## src/rtl/switch_io_pkg.sv

```systemverilog
// ---------------------------------------------------------------------------
// switch_io_pkg
// Shared constants and types for the slide-switch input path.
//   SW_WIDTH            number of board slide switches
//   SW_DEBOUNCE_DEFAULT debounce window in clocks (20 ms at 100 MHz)
//   SW_DEBOUNCE_SIM     short debounce window for simulation
//   SW_IO_ADDR          address the CPU IO decode maps the switch word to
//   db_state_e          per-bit debounce state
// ---------------------------------------------------------------------------
package switch_io_pkg;

    localparam int SW_WIDTH            = 16;
    localparam int SW_DEBOUNCE_DEFAULT = 2000000;
    localparam int SW_DEBOUNCE_SIM     = 4;

    // Word address of the switch register in the CPU's IO space.
    localparam logic [31:0] SW_IO_ADDR = 32'hFFFF_FC70;

    // IDLE: synchronised input agrees with the stable value, counter is 0.
    // COUNT: synchronised input disagrees, counter runs toward acceptance.
    typedef enum logic [0:0] {
        DB_IDLE  = 1'b0,
        DB_COUNT = 1'b1
    } db_state_e;

endpackage

```

## src/rtl/debounce_bit.sv

```systemverilog
// ---------------------------------------------------------------------------
// debounce_bit
// One switch bit: two-flop synchroniser followed by a debounce counter.
// A change on the synchronised input is accepted only after it has been
// held for DEBOUNCE_CYCLES consecutive clocks; shorter pulses are dropped.
//
// Ports
//   clk          system clock
//   rst          synchronous active-high reset
//   sw_raw       asynchronous switch level
//   stable       debounced level (registered)
//   rise_strobe  high in the cycle whose closing edge accepts a 0->1 change
//   fall_strobe  high in the cycle whose closing edge accepts a 1->0 change
//
// The strobes are decoded from registered state only, so the parent can
// register them on the same edge that updates 'stable'.
// DEBOUNCE_CYCLES must be at least 2.
// ---------------------------------------------------------------------------
module debounce_bit
    import switch_io_pkg::*;
#(
    parameter int DEBOUNCE_CYCLES = SW_DEBOUNCE_DEFAULT
) (
    input  logic clk,
    input  logic rst,
    input  logic sw_raw,
    output logic stable,
    output logic rise_strobe,
    output logic fall_strobe
);

    localparam int                CNT_W    = $clog2(DEBOUNCE_CYCLES);
    localparam logic [CNT_W-1:0]  CNT_TERM = CNT_W'(DEBOUNCE_CYCLES - 1);
    localparam logic [CNT_W-1:0]  CNT_ONE  = CNT_W'(1);

    logic             s1_reg;
    logic             s2_reg;
    db_state_e        state_reg,  state_next;
    logic [CNT_W-1:0] cnt_reg,    cnt_next;
    logic             stable_reg, stable_next;

    // Synchroniser: only s2_reg is used past this point.
    always_ff @(posedge clk) begin
        if (rst) begin
            s1_reg <= 1'b0;
            s2_reg <= 1'b0;
        end else begin
            s1_reg <= sw_raw;
            s2_reg <= s1_reg;
        end
    end

    always_ff @(posedge clk) begin
        if (rst) begin
            state_reg  <= DB_IDLE;
            cnt_reg    <= '0;
            stable_reg <= 1'b0;
        end else begin
            state_reg  <= state_next;
            cnt_reg    <= cnt_next;
            stable_reg <= stable_next;
        end
    end

    always_comb begin
        state_next  = state_reg;
        cnt_next    = cnt_reg;
        stable_next = stable_reg;
        rise_strobe = 1'b0;
        fall_strobe = 1'b0;

        unique case (state_reg)
            DB_IDLE: begin
                // First disagreeing edge counts as cycle 1 of the window.
                if (s2_reg != stable_reg) begin
                    state_next = DB_COUNT;
                    cnt_next   = cnt_reg + CNT_ONE;
                end
            end
            DB_COUNT: begin
                if (s2_reg == stable_reg) begin
                    // Input went back before the window closed: a glitch.
                    state_next = DB_IDLE;
                    cnt_next   = '0;
                end else if (cnt_reg == CNT_TERM) begin
                    // Held for the full window; accept. Clearing here is what
                    // keeps the counter from ever wrapping.
                    state_next  = DB_IDLE;
                    cnt_next    = '0;
                    stable_next = s2_reg;
                    rise_strobe = s2_reg;
                    fall_strobe = ~s2_reg;
                end else begin
                    cnt_next = cnt_reg + CNT_ONE;
                end
            end
            default: begin
                state_next = DB_IDLE;
                cnt_next   = '0;
            end
        endcase
    end

    assign stable = stable_reg;

endmodule

```

## src/rtl/switch_debounce.sv

```systemverilog
// ---------------------------------------------------------------------------
// switch_debounce
// Conditions the board slide switches for the CPU's switch read path.
// Each bit is synchronised and debounced by a debounce_bit instance; the top
// optionally keeps sticky rise/fall masks that a CPU read clears.
//
// Ports
//   clk         system clock
//   rst         synchronous active-high reset
//   sw_raw      asynchronous switch levels
//   rd_ack      one-cycle pulse when the CPU reads the switch address
//   sw_stable   debounced switch word (registered)
//   sw_rise     sticky mask of accepted 0->1 changes since last rd_ack
//   sw_fall     sticky mask of accepted 1->0 changes since last rd_ack
//   sw_changed  registered OR of sw_rise | sw_fall
//
// Build option
//   SWITCH_EDGE_CAPTURE_EN  when defined, the event masks and sw_changed are
//                           built. Otherwise they are tied to 0 and rd_ack
//                           is ignored; sw_stable behaves the same either way.
// ---------------------------------------------------------------------------
module switch_debounce
    import switch_io_pkg::*;
#(
    parameter int WIDTH           = SW_WIDTH,
    parameter int DEBOUNCE_CYCLES = SW_DEBOUNCE_DEFAULT
) (
    input  logic             clk,
    input  logic             rst,
    input  logic [WIDTH-1:0] sw_raw,
    input  logic             rd_ack,
    output logic [WIDTH-1:0] sw_stable,
    output logic [WIDTH-1:0] sw_rise,
    output logic [WIDTH-1:0] sw_fall,
    output logic             sw_changed
);

    logic [WIDTH-1:0] rise_strobe;
    logic [WIDTH-1:0] fall_strobe;

    generate
        for (genvar gi = 0; gi < WIDTH; gi++) begin : g_bit
            debounce_bit #(
                .DEBOUNCE_CYCLES (DEBOUNCE_CYCLES)
            ) u_debounce_bit (
                .clk         (clk),
                .rst         (rst),
                .sw_raw      (sw_raw[gi]),
                .stable      (sw_stable[gi]),
                .rise_strobe (rise_strobe[gi]),
                .fall_strobe (fall_strobe[gi])
            );
        end
    endgenerate

`ifdef SWITCH_EDGE_CAPTURE_EN

    logic [WIDTH-1:0] rise_reg, rise_next;
    logic [WIDTH-1:0] fall_reg, fall_next;
    logic             changed_reg, changed_next;

    // A strobe arriving on the same edge as rd_ack wins, so the CPU never
    // loses an event that lands exactly on its read.
    always_comb begin
        rise_next    = (rise_reg & ~{WIDTH{rd_ack}}) | rise_strobe;
        fall_next    = (fall_reg & ~{WIDTH{rd_ack}}) | fall_strobe;
        // Derived from the next-state masks so it moves with them.
        changed_next = |(rise_next | fall_next);
    end

    always_ff @(posedge clk) begin
        if (rst) begin
            rise_reg    <= '0;
            fall_reg    <= '0;
            changed_reg <= 1'b0;
        end else begin
            rise_reg    <= rise_next;
            fall_reg    <= fall_next;
            changed_reg <= changed_next;
        end
    end

    assign sw_rise    = rise_reg;
    assign sw_fall    = fall_reg;
    assign sw_changed = changed_reg;

`else

    assign sw_rise    = '0;
    assign sw_fall    = '0;
    assign sw_changed = 1'b0;

    // Event capture is not built; these inputs are intentionally dropped.
    logic unused_event_in;
    assign unused_event_in = &{1'b0, rd_ack, rise_strobe, fall_strobe};

`endif

endmodule

```

## config.mk

```make
export PLATFORM = sky130hd
export DESIGN_NAME = switch_debounce
export DESIGN_NICKNAME = d
export VERILOG_FILES = /design/src/rtl/switch_io_pkg.sv /design/src/rtl/debounce_bit.sv /design/src/rtl/switch_debounce.sv
export SDC_FILE = /design/constraint.sdc
export NUM_CORES = 1
export LEC_CHECK = 0
export BUFFER_PORTS_ARGS = -buffer_cell sky130_fd_sc_hd__buf_2
export CAP_MARGIN = 30
export CORE_MARGIN = 3
export CORE_UTILIZATION = 45
export CTS_CLUSTER_SIZE = 40
export DETAILED_ROUTE_END_ITERATION = 10
export MAX_ROUTING_LAYER = met4
export PLACE_DENSITY_LB_ADDON = 0.05
export SLEW_MARGIN = 20
export SYNTH_ARGS = -nofsm -noshare
export SYNTH_HDL_FRONTEND = slang
export SYNTH_SLANG_ARGS = --single-unit
```

## constraint.sdc

```tcl
create_clock -name clk -period 2.7 [get_ports clk]
set_clock_uncertainty 0.05 [all_clocks]
set_input_delay 0.135 -clock clk [delete_from_list [all_inputs] [get_ports clk]]
set_output_delay 0.135 -clock clk [all_outputs]
set_load 0.005 [all_outputs]
```

Yosys cells after proc, flatten, opt, wreduce, memory -nomap -nowiden. Index checks and enable logic that the tools add are counted.

Register bits after elaboration: 400.

Add/subtract/negate cells: 16. Eq/ne operators: 64. Multiplexer cells: 128. Bitwise operators: 32. Reductions and logical operators: 16.

Operator list (count): $mux 21 (48); $pmux 21 s2 (16); $add 21x1->21 const B (16); $eq 21x21->1 const B (16); $mux 1 (48); $reduce_and 3->1 (16); $ne 2x1->1 const B (16); $not 1->1 (32); $pmux 1 s2 (16); $eq 1x1->1 (16); $ne 1x1->1 (16).

Longest topological paths before layout. Gate-level depths: netlist of the first run.

Word-level depth: 4. Depth in mapped cells: 10.

Hierarchy. Synthesis of the first run repeated with hierarchy kept, for this count alone.

Cell total of the unflattened synthesis: 2498. Area, all modules: 21952.3 sq um.

By module, submodules not included: debounce_bit (instances 16, cells each 154, area an instance 1356.3 sq um); switch_debounce (instances 1, cells each 34, area an instance 251.5 sq um).

Worst setup path after synthesis of the first run. Ideal clock, no wire load.

Path type: register -> register. From: register g_bit[7].u_debounce_bit.cnt_reg[0]. To: register g_bit[7].u_debounce_bit.cnt_reg[19]. Data arrival time: 1.981 ns. Slack: 0.549 ns. Stages on the path, launching flop included: 11. Path buffers: 3. Period minus slack after synthesis: 2.151 ns. Cells stage by stage: dfxtp_1 > ha_1 > and4_1 > and3_1 > clkbuf_1 > a21o_1 > inv_1 > buf_2 > buf_2 > a32oi_1 > nand2_1.

Cells in the longest elaborated chain, start to end: 4.

Ends and longest elaborated chain: start, declared (line debounce_bit.sv:39) `logic [CNT_W-1:0] cnt_reg, cnt_next;`; start signal, assigned (line debounce_bit.sv:60) `cnt_reg <= cnt_next;`; $add 21x1->21 / $eq 21x21->1 (equally long branches) (line debounce_bit.sv:77, debounce_bit.sv:94, debounce_bit.sv:85); $mux 21 (line debounce_bit.sv:85) `end else if (cnt_reg == CNT_TERM) begin`; $mux 21 (line debounce_bit.sv:81) `if (s2_reg == stable_reg) begin`; $pmux 21 s2 (*) (line debounce_bit.sv:72) `unique case (state_reg)`.

Mark *: on every way between the ends. The rest lies on a longest branch, timed or not. The select of a mux whose other input is x is not followed. A chain may end at the register's enable or synchronous reset.

Worst setup path after layout of the first run.
From: register g_bit[14].u_debounce_bit.cnt_reg[0]. To: register g_bit[14].u_debounce_bit.cnt_reg[17].

Cells in the longest elaborated chain, start to end: 4.

Ends and longest elaborated chain (line): start, declared (debounce_bit.sv:39); start signal, assigned (debounce_bit.sv:60); $add 21x1->21 / $eq 21x21->1 (equally long branches) (debounce_bit.sv:77, debounce_bit.sv:94, debounce_bit.sv:85); $mux 21 (debounce_bit.sv:85); $mux 21 (debounce_bit.sv:81); $pmux 21 s2 (*) (debounce_bit.sv:72).

Marked as above.

==> results_dict.tcl, run 1 <==
set metrics [dict create \
    status "completed" \
    fillers 4251 \
    synth-edff-count 0 \
    cp.depth 8 \
    worstHoldPathCells 3 \
    clock_sinks 400 \
    setup_viol 0 \
    drt_iter0_drc 1161 \
    drc 0 \
    port_buffers 33 \
    synthCells 2395 \
    die_area_sq_mm 0.0468 \
    htreeDepth 2 \
    dp.final_hpwl_um 30700 \
    avgSynthCellArea_sq_um 8.32 \
    final_core_util_pct 51.7 \
    numCtsBuffers 46 \
    routed_wl_um 45600 \
    crit_required_ns 3.09 \
    yosysUniqueCellTypes 81 \
    setup_slack_ns 0.337 \
    post_cts_buffers 0 \
    cts.path.max_buffers 3 \
    die_h_um 216 \
    antenna_found_initial 0 \
    wl_per_cell_um 14.8 \
    root_buffer "clkbuf_16" \
    ioPinCount 68 \
    tightest_slew_ns 0.816 \
    syn-cell-area_sq_mm 0.0199 \
    grt_max_degree 30 \
    arrival_ns 2.76 \
    largest_reg_flops 336 \
    criticalPathCategory "reg2reg" \
    firstDrtPassIters 6 \
    hold-worst-slack_ns 0.255 \
    core-area_sq_mm 0.0434 \
    die_width_um 216 \
    diodes 0 \
    drv_cap 0 \
    async_flop_share_pct 0 \
    path_delay_family "simple AND/OR/NAND/NOR gates" \
    layout.nets 2486 \
    ff2ff_path_depth 8 \
    ys.flop_type "dfxtp_1" \
    grt_pass1_wl_um 78000 \
    tritoncts "yes" \
    vias 17534 \
    relSlewSlack_pct 45.4 \
    initial_core_util_pct 45.9 \
    clk_pin_slew_ns 0.06 \
    ys_seq_area_share_pct 40.2 \
    clock.fmax_mhz 423 \
    ir_drop_v 0.000434 \
    fin_crit_sh_pct 87.5 \
    first_global_vias 16421 \
    synth_top_area_cell "dfxtp_1" \
    hold_class "in2reg" \
    yosys_warnings 0 \
    place_ws_ns 0.298 \
    grt_use_total_pct 19.6 \
    leakage_nw 7.79 \
    synth_top_area_share_pct 40.2 \
    period_needed_ns 2.36 \
    critPathCaptureType "flop" \
    rows 76 \
    drv_slew 0 \
    gr-total-overflow 0 \
    crit_slowest_cell "nor4b_2" \
    rsz0062_at_grt "false" \
    path_buf_inv 2 \
    finalSetupTns_ns 0 \
    powerDensity_mw_per_mm2 581 \
    area_growth_pct 12.5 \
    slowest_delay_ns 0.48 \
    clock_latency_ns 0.57 \
    hold_viol 0 \
    start_kind "flop" \
    worstPathCellList "ha_1, nand2_1, nor4b_2, a211oi_2, buf_4, buf_4, a21oi_1, a21oi_1" \
    viasPerCell 5.71 \
    crit_fanout 14 \
    gp_congestion 0.839 \
    drtAntennaViolNets 0 \
    drive_gt1_share_pct 9.01 \
    synthTopCellsByArea "dfxtp_1 40%, nand2_1 5.3%, a31oi_1 4.8%, a21oi_1 4.0%, nand3_1 3.9%" \
    synth-seq-cells 400 \
]
-- tightest hold or removal path, delay by kind of cell --
kind / cells / cell delay (ns)
AND/OR/NAND/NOR: 1 / 0.10
buffers and inverters: 2 / 0.60
-- cell families after synthesis --
family,share of synthesized area (%)
xor gates and xnor gates,4.71
AOI/OAI and AO/OA,19.8
adders and majority gates,1.01
other,0.0188
and+or+nand+nor,28.4
buffers and inverters,4.79
DFF,40.2
muxes,1.11
-- cell usage after synthesis, types with 6 or more instances --
master / instances
dfxtp_1: 400
nand2_1: 282
a21oi_1: 161
nand3_1: 156
a31oi_1: 154
nor2_1: 145
o21ai_0: 130
nand4_1: 76
a22o_1: 68
nor3_1: 62
xnor2_1: 55
and3_1: 54
xor2_1: 52
buf_4: 51
clkbuf_1: 40
inv_1: 37
nor2b_1: 36
nor4_1: 31
nand2b_1: 30
buf_2: 29
or3_1: 28
a41oi_1: 26
mux2i_1: 22
and4_1: 20
and2_1: 18
nand3b_1: 17
ha_1: 16
a21o_1: 13
buf_1: 11
nand4b_1: 10
nor4b_1: 10
or2_2: 8
or4bb_1: 8
a211oi_1: 7
a311oi_1: 7
nor4bb_1: 7
o211ai_1: 7
o31ai_1: 7
or4_1: 7
buf_6: 6
nor4_4: 6
or4b_1: 6
-- area by class of cell --
type,count,area [sq um],share of cell area [%]
Tap cell,585,732,3.27
Multi-Input combinational cell,1847,11100,49.5
Clock buffer,63,1330,5.93
Inverter,43,166,0.743
Sequential cell,400,8010,35.7
Clock inverter,21,260,1.16
Timing Repair Buffer,113,812,3.62
-- routing by layer --
layer	up-vias	part of all wire (%)	GRT usage, %	routed length, um
met4	0	2.1	6.06	958
met2	207	46	31.7	21000
met5	-	0	-	0
met3	76	3.1	2.80	1420
met1	8295	49	25.5	22200
li1	8956	-	-	-
-- placed cells by master (no fill, tap or decap), types with 36 or more instances in the layout --
cell and instances:
nand2_1 282, nand3_1 156, inv_1 37, a21oi_1 161
a31oi_1 154, buf_4 62, o21ai_0 130, a22o_1 68
and3_1 54, nor3_1 62, nor2_1 145, nand4_1 76
nor2b_1 36, xnor2_1 55, xor2_1 52, dfxtp_1 400
clkbuf_16 49
-- where the power goes --
| group | internal, mW | switching, mW | total (mW) |
|---|---|---|---|
| clock | 4.01 | 2.51 | 6.52 |
| sequential | 5.96 | 0.0454 | 6.00 |
| combinational | 0.164 | 0.330 | 0.494 |
| total | 10.1 | 2.88 | 13.0 |
-- per-stage QoR --
step | instance area (sq um) | power [mW] | std cells
4_1_cts | 22400 | 13.2 | 3069
5_1_grt | 22400 | 13.5 | 3072
2_1_floorplan | 20000 | 6.48 | 2427
3_5_place_dp | 20600 | 6.61 | 2968
6_report | 22400 | 13.0 | 3072
3_3_place_gp | 20600 | 6.59 | 2967
-- final timing paths --
check,startpoint,to,slack [ns]
worst max-delay path,g_bit[14].u_debounce_bit.cnt_reg[0],g_bit[14].u_debounce_bit.cnt_reg[17],0.34
worst min-delay path,sw_raw[15],g_bit[15].u_debounce_bit.s1_reg,0.26
worst max register to register,g_bit[14].u_debounce_bit.cnt_reg[0],g_bit[14].u_debounce_bit.cnt_reg[17],0.34
worst min register to register,g_bit[0].u_debounce_bit.s1_reg,g_bit[0].u_debounce_bit.s2_reg,0.39
-- timing repair --
action | in CTS | in global routing
hold buffers | 17 | 0
endpoints found under the hold margin | 25 | 0
resized for setup | 0 | 0
Note: power is estimated with default switching activity, not from simulation.
==> run 2, diff against run 1 <==
- CTS_BUF_LIST: not set -> sky130_fd_sc_hd__clkbuf_8
==> run 2 against run 1 <==
Net effect:
- sequential share of layout area is 0.40 points higher
- fmax is 1.1% higher
- critical path depth stayed put
- hold slack worse by 0.052 ns
- global-route usage is 0.21 points higher
- first-iteration DRC count is 6.6% higher
- routed wire length is 0.75% higher
- count of clock-buffer cells in the layout is 25 higher
- setup slack better by 0.025 ns
- die area stayed put
- critical endpoint is now g_bit[5].u_debounce_bit.cnt_reg[17]
- largest power group is now sequential cells
==> results_dict.tcl, run 2 (same netlist as run 1, synthesis figures left out) <==
set metrics [dict create \
    period_needed_ns 2.34 \
    die_width_um 216 \
    criticalPathCategory "reg2reg" \
    place_ws_ns 0.298 \
    drt_iter0_drc 1238 \
    drive_gt1_share_pct 9.64 \
    vias 17723 \
    largest_reg_flops 336 \
    seqPwrFrac_pct 50.6 \
    ff2ff_setup_slack_ns 0.36 \
    die_h_um 216 \
    grt_pass1_wl_um 78400 \
    htreeDepth 3 \
    combPwrFrac_pct 4.2 \
    leakage_nw 7.77 \
    critPathCaptureType "flop" \
    relSlewSlack_pct 45.7 \
    p_sw_share_pct 24.0 \
    hold_viol 0 \
    hold_class "in2reg" \
    die_area_sq_mm 0.0468 \
    clk_pin_slew_ns 0.06 \
    min_to "g_bit[15].u_debounce_bit.s1_reg" \
    start_kind "flop" \
    drtAntennaViolNets 0 \
    fin_crit_sh_pct 86.6 \
    final_cell_mix "400 x dfxtp_1, 282 x nand2_1, 161 x a21oi_1" \
    routed_wl_um 46000 \
    clock.fmax_mhz 428 \
    firstDrtPassIters 5 \
    min_from "sw_raw[15]" \
    clkPwrFrac_pct 45.3 \
    drv_cap 0 \
    grt_use_total_pct 19.8 \
    status "completed" \
    numCtsBuffers 71 \
    viasPerCell 5.71 \
    clock_sinks 400 \
    mostFrequentLayoutCell "dfxtp_1" \
    rsz0062_at_grt "false" \
    wl_per_cell_um 14.8 \
    internal_power_mw 9.03 \
    fillers 4299 \
    powerDensity_mw_per_mm2 536 \
    root_buffer "clkbuf_8" \
    first_global_vias 16626 \
    arrival_ns 2.83 \
    tightest_slew_ns 0.811 \
    gp_congestion 0.839 \
    drc 0 \
    drv_slew 0 \
    finalSetupTns_ns 0 \
    r2r_start "g_bit[5].u_debounce_bit.cnt_reg[0]" \
    ioPinCount 68 \
    crit_fanout 21 \
    tritoncts "yes" \
    setup_slack_ns 0.362 \
    setup_viol 0 \
    core-area_sq_mm 0.0434 \
    layout.nets 2511 \
    power.switching_mw 2.85 \
    port_buffers 33 \
    rows 76 \
    initial_core_util_pct 45.9 \
    gr-total-overflow 0 \
    crit_required_ns 3.19 \
    clock_latency_ns 0.64 \
    ff2ff_path_depth 8 \
    dp.final_hpwl_um 30700 \
    reg2reg_to "g_bit[5].u_debounce_bit.cnt_reg[17]" \
    cts.path.max_buffers 3 \
    cts_resized 0 \
    diodes 0 \
    grt_max_degree 30 \
    area_growth_pct 11.3 \
    worstHoldPathCells 3 \
    antenna_found_initial 0 \
    ir_drop_v 0.000411 \
]
[run 2: changes by cell type in the layout (fill, tap and decap cells not counted), sizes merged]
cell	delta
clkinv	-10
clkbuf	+25
bufinv	-6
inv	+24
clkinvlp	+1
[run 2: worst max-delay path by stage]
stage | start | to | slack, ns | cells past startpoint
4_1_cts | g_bit[9].u_debounce_bit.cnt_reg[0] | g_bit[9].u_debounce_bit.cnt_reg[7] | 0.26 | 7
2_1_floorplan | g_bit[7].u_debounce_bit.cnt_reg[0] | g_bit[7].u_debounce_bit.cnt_reg[19] | 0.55 | 10
3_5_place_dp | g_bit[9].u_debounce_bit.cnt_reg[0] | g_bit[9].u_debounce_bit.cnt_reg[7] | 0.30 | 7
6_report | g_bit[5].u_debounce_bit.cnt_reg[0] | g_bit[5].u_debounce_bit.cnt_reg[17] | 0.36 | 8
5_1_grt | g_bit[10].u_debounce_bit.cnt_reg[11] | g_bit[10].u_debounce_bit.cnt_reg[6] | 0.1 | 6
3_3_place_gp | g_bit[2].u_debounce_bit.cnt_reg[0] | g_bit[2].u_debounce_bit.cnt_reg[12] | 0.12 | 7
[run 2: power by group through the flow]
stage                     logic, mW  clock network, mW  registers, mW
after detailed placement      0.475                  0           6.13
after floorplan               0.363                  0           6.12
after global placement        0.466                  0           6.13
after CTS                     0.496               5.60           6.00
after global routing          0.557               5.86           6.01
final                         0.495               5.38           6.00
[run 2: critical path, stage by stage (launching register included)]
cell     delay (ns)
dfxtp_1        0.34
ha_1           0.30
and3_1         0.23
and4_1         0.18
a21oi_1        0.24
nand2_1        0.26
inv_2          0.33
a41oi_1        0.16
a31oi_1        0.17
[run 2: per-layer routing]
layer  track usage, %  routed length, um  vias up
met5                -                  0        -
met4             6.28               1080        0
met3             3.84               1730       91
met2             31.6              21100      260
met1             25.4              22000     8362
li1                 -                  -     9010
[run 2: what timing repair did]
item / in CTS / in global routing
hold buffers: 17 / 0
endpoints found under the setup margin: 0 / 0
setup buffers: 0 / 0
hold endpoints to repair: 29 / 0
[run 2: final cells by class]
type	instances	area [sq um]	share of cell area [%]
Clock inverter	30	128	0.576
Sequential cell	400	8010	36.1
Multi-Input combinational cell	1847	11100	50.1
Clock buffer	88	1210	5.47
Timing Repair Buffer	113	812	3.66
Tap cell	585	732	3.30
Inverter	43	166	0.751
[run 2: per-stage QoR]
step / instances / util (%) / power [mW] / cell area, sq um / hold WS, ns
2_1_floorplan: 2427 / - / 6.48 / 20000 / 0.213
3_3_place_gp: 2967 / 47.5 / 6.59 / 20600 / 0.292
3_5_place_dp: 2968 / 47.6 / 6.61 / 20600 / 0.298
4_1_cts: 3103 / 51.1 / 12.1 / 22100 / 0.128
5_1_grt: 3106 / 51.1 / 12.4 / 22200 / 0.155
6_report: 3106 / 51.1 / 11.9 / 22200 / 0.204
==> run 3, diff against run 2 <==
- PLACE_DENSITY_LB_ADDON: 0.05 -> not set
==> run 3 against run 2 <==
Net effect:
- die area did not move
- fmax fell by 1.9%
- via count rose by 0.20%
- clock power rose by 5.9%
- design area rose by 0.60%
- utilization rose by 0.31 points
- global-route usage fell by 0.25 points
- routed wire length fell by 1.3%
- highest routed layer unchanged
==> results_dict.tcl, run 3 (same netlist as run 1, synthesis figures left out) <==
set metrics [dict create \
    vias 17759 \
    viasPerCell 5.70 \
    grt_pass1_wl_um 77900 \
    hold_class "in2reg" \
    status "completed" \
    dp.final_hpwl_um 30700 \
    drv_slew 0 \
    die_h_um 216 \
    initial_core_util_pct 45.9 \
    gr-total-overflow 0 \
    drc 0 \
    rows 76 \
    final_core_util_pct 51.4 \
    tightest_slew_ns 0.847 \
    wl_per_cell_um 14.5 \
    clock_sinks 400 \
    numCtsBuffers 74 \
    area_growth_pct 11.9 \
    min_from "sw_raw[2]" \
    core-area_sq_mm 0.0434 \
    die_width_um 216 \
    post_cts_buffers 0 \
    firstDrtPassIters 5 \
    drtAntennaViolNets 0 \
    drv_cap 0 \
    final_cell_mix "400 x dfxtp_1, 282 x nand2_1, 161 x a21oi_1" \
    first_global_vias 16496 \
    layout.nets 2513 \
    port_buffers 33 \
    tritoncts "yes" \
    crit_required_ns 3.14 \
    ir_drop_v 0.000342 \
    finalSetupTns_ns 0 \
    gp_congestion 0.850 \
    relSlewSlack_pct 43.1 \
    htreeDepth 3 \
    ioPinCount 68 \
    rsz0062_at_grt "false" \
    criticalPathCategory "reg2reg" \
    clock_latency_ns 0.62 \
    hold_viol 0 \
    hold-worst-slack_ns 0.214 \
    drive_gt1_share_pct 10.1 \
    powerDensity_mw_per_mm2 547 \
    largest_reg_flops 336 \
    drt_iter0_drc 1015 \
    grt_use_total_pct 19.5 \
    leakage_nw 7.84 \
    root_buffer "clkbuf_8" \
    cts.path.max_buffers 3 \
    clk_pin_slew_ns 0.06 \
    setup_viol 0 \
    crit_fanout 18 \
    mostFrequentLayoutCell "dfxtp_1" \
    period_needed_ns 2.38 \
    arrival_ns 2.82 \
    antenna_found_initial 0 \
    diodes 0 \
    critPathCaptureType "flop" \
    crit_path_start "g_bit[4].u_debounce_bit.cnt_reg[6]" \
    grt_max_degree 35 \
    r2r_start "g_bit[4].u_debounce_bit.cnt_reg[6]" \
    clock.fmax_mhz 419 \
    start_kind "flop" \
    fin_crit_sh_pct 88.3 \
    die_area_sq_mm 0.0468 \
    routed_wl_um 45400 \
]
-- run 3: worst paths after layout --
check / end / slack, ns / cells past startpoint
min: g_bit[2].u_debounce_bit.s1_reg / 0.21 / 3
min reg2reg: g_bit[3].u_debounce_bit.s2_reg / 0.38 / 1
max reg2reg: g_bit[4].u_debounce_bit.cnt_reg[15] / 0.32 / 6
max: g_bit[4].u_debounce_bit.cnt_reg[15] / 0.32 / 6
-- run 3: final cells by class --
class | count | area, sq um
fillers | 4202 | 21100
multi-input cells | 1847 | 11100
clock buffers | 94 | 1290
clock inverters | 37 | 175
well taps | 585 | 732
repair buffers | 112 | 823
flip-flops and latches | 400 | 8010
inverters | 43 | 166
-- run 3: timing repair --
item,CTS,global route
gates resized for setup,0,0
endpoints found under the hold margin,29,0
endpoints found under the setup margin,0,0
hold buffers,19,0
-- run 3: where the power goes --
| group | internal (mW) | switching [mW] |
|---|---|---|
| Combinational | 0.170 | 0.327 |
| Clock | 3.13 | 2.57 |
| Sequential | 5.96 | 0.0484 |
| Total | 9.26 | 2.94 |
-- run 3: worst max-delay path: stages, from the launching register on --
cell	delay, ns
dfxtp_1	0.42
or4b_1	0.48
nor4_2	0.50
a211oi_2	0.28
buf_4	0.27
o211ai_1	0.16
o21ai_0	0.09
-- run 3: per-stage QoR --
step	cell area [sq um]	total power, mW	worst slack (ns)	cells
global placement	20600	6.60	0.208	2964
global route	22300	12.8	0.0646	3118
CTS	22300	12.4	0.333	3118
finish	22300	12.2	0.316	3118
floorplan	20000	6.48	0.549	2427
detailed placement	20600	6.61	0.350	2968
-- run 3: routing by layer --
| metal | vias to the layer above | wire, um | track usage [%] |
|---|---|---|---|
| met5 | - | 0 | - |
| met2 | 317 | 20600 | 31.0 |
| met3 | 86 | 1730 | 3.66 |
| met1 | 8344 | 22000 | 25.5 |
| met4 | 0 | 1050 | 6.00 |
| li1 | 9012 | - | - |
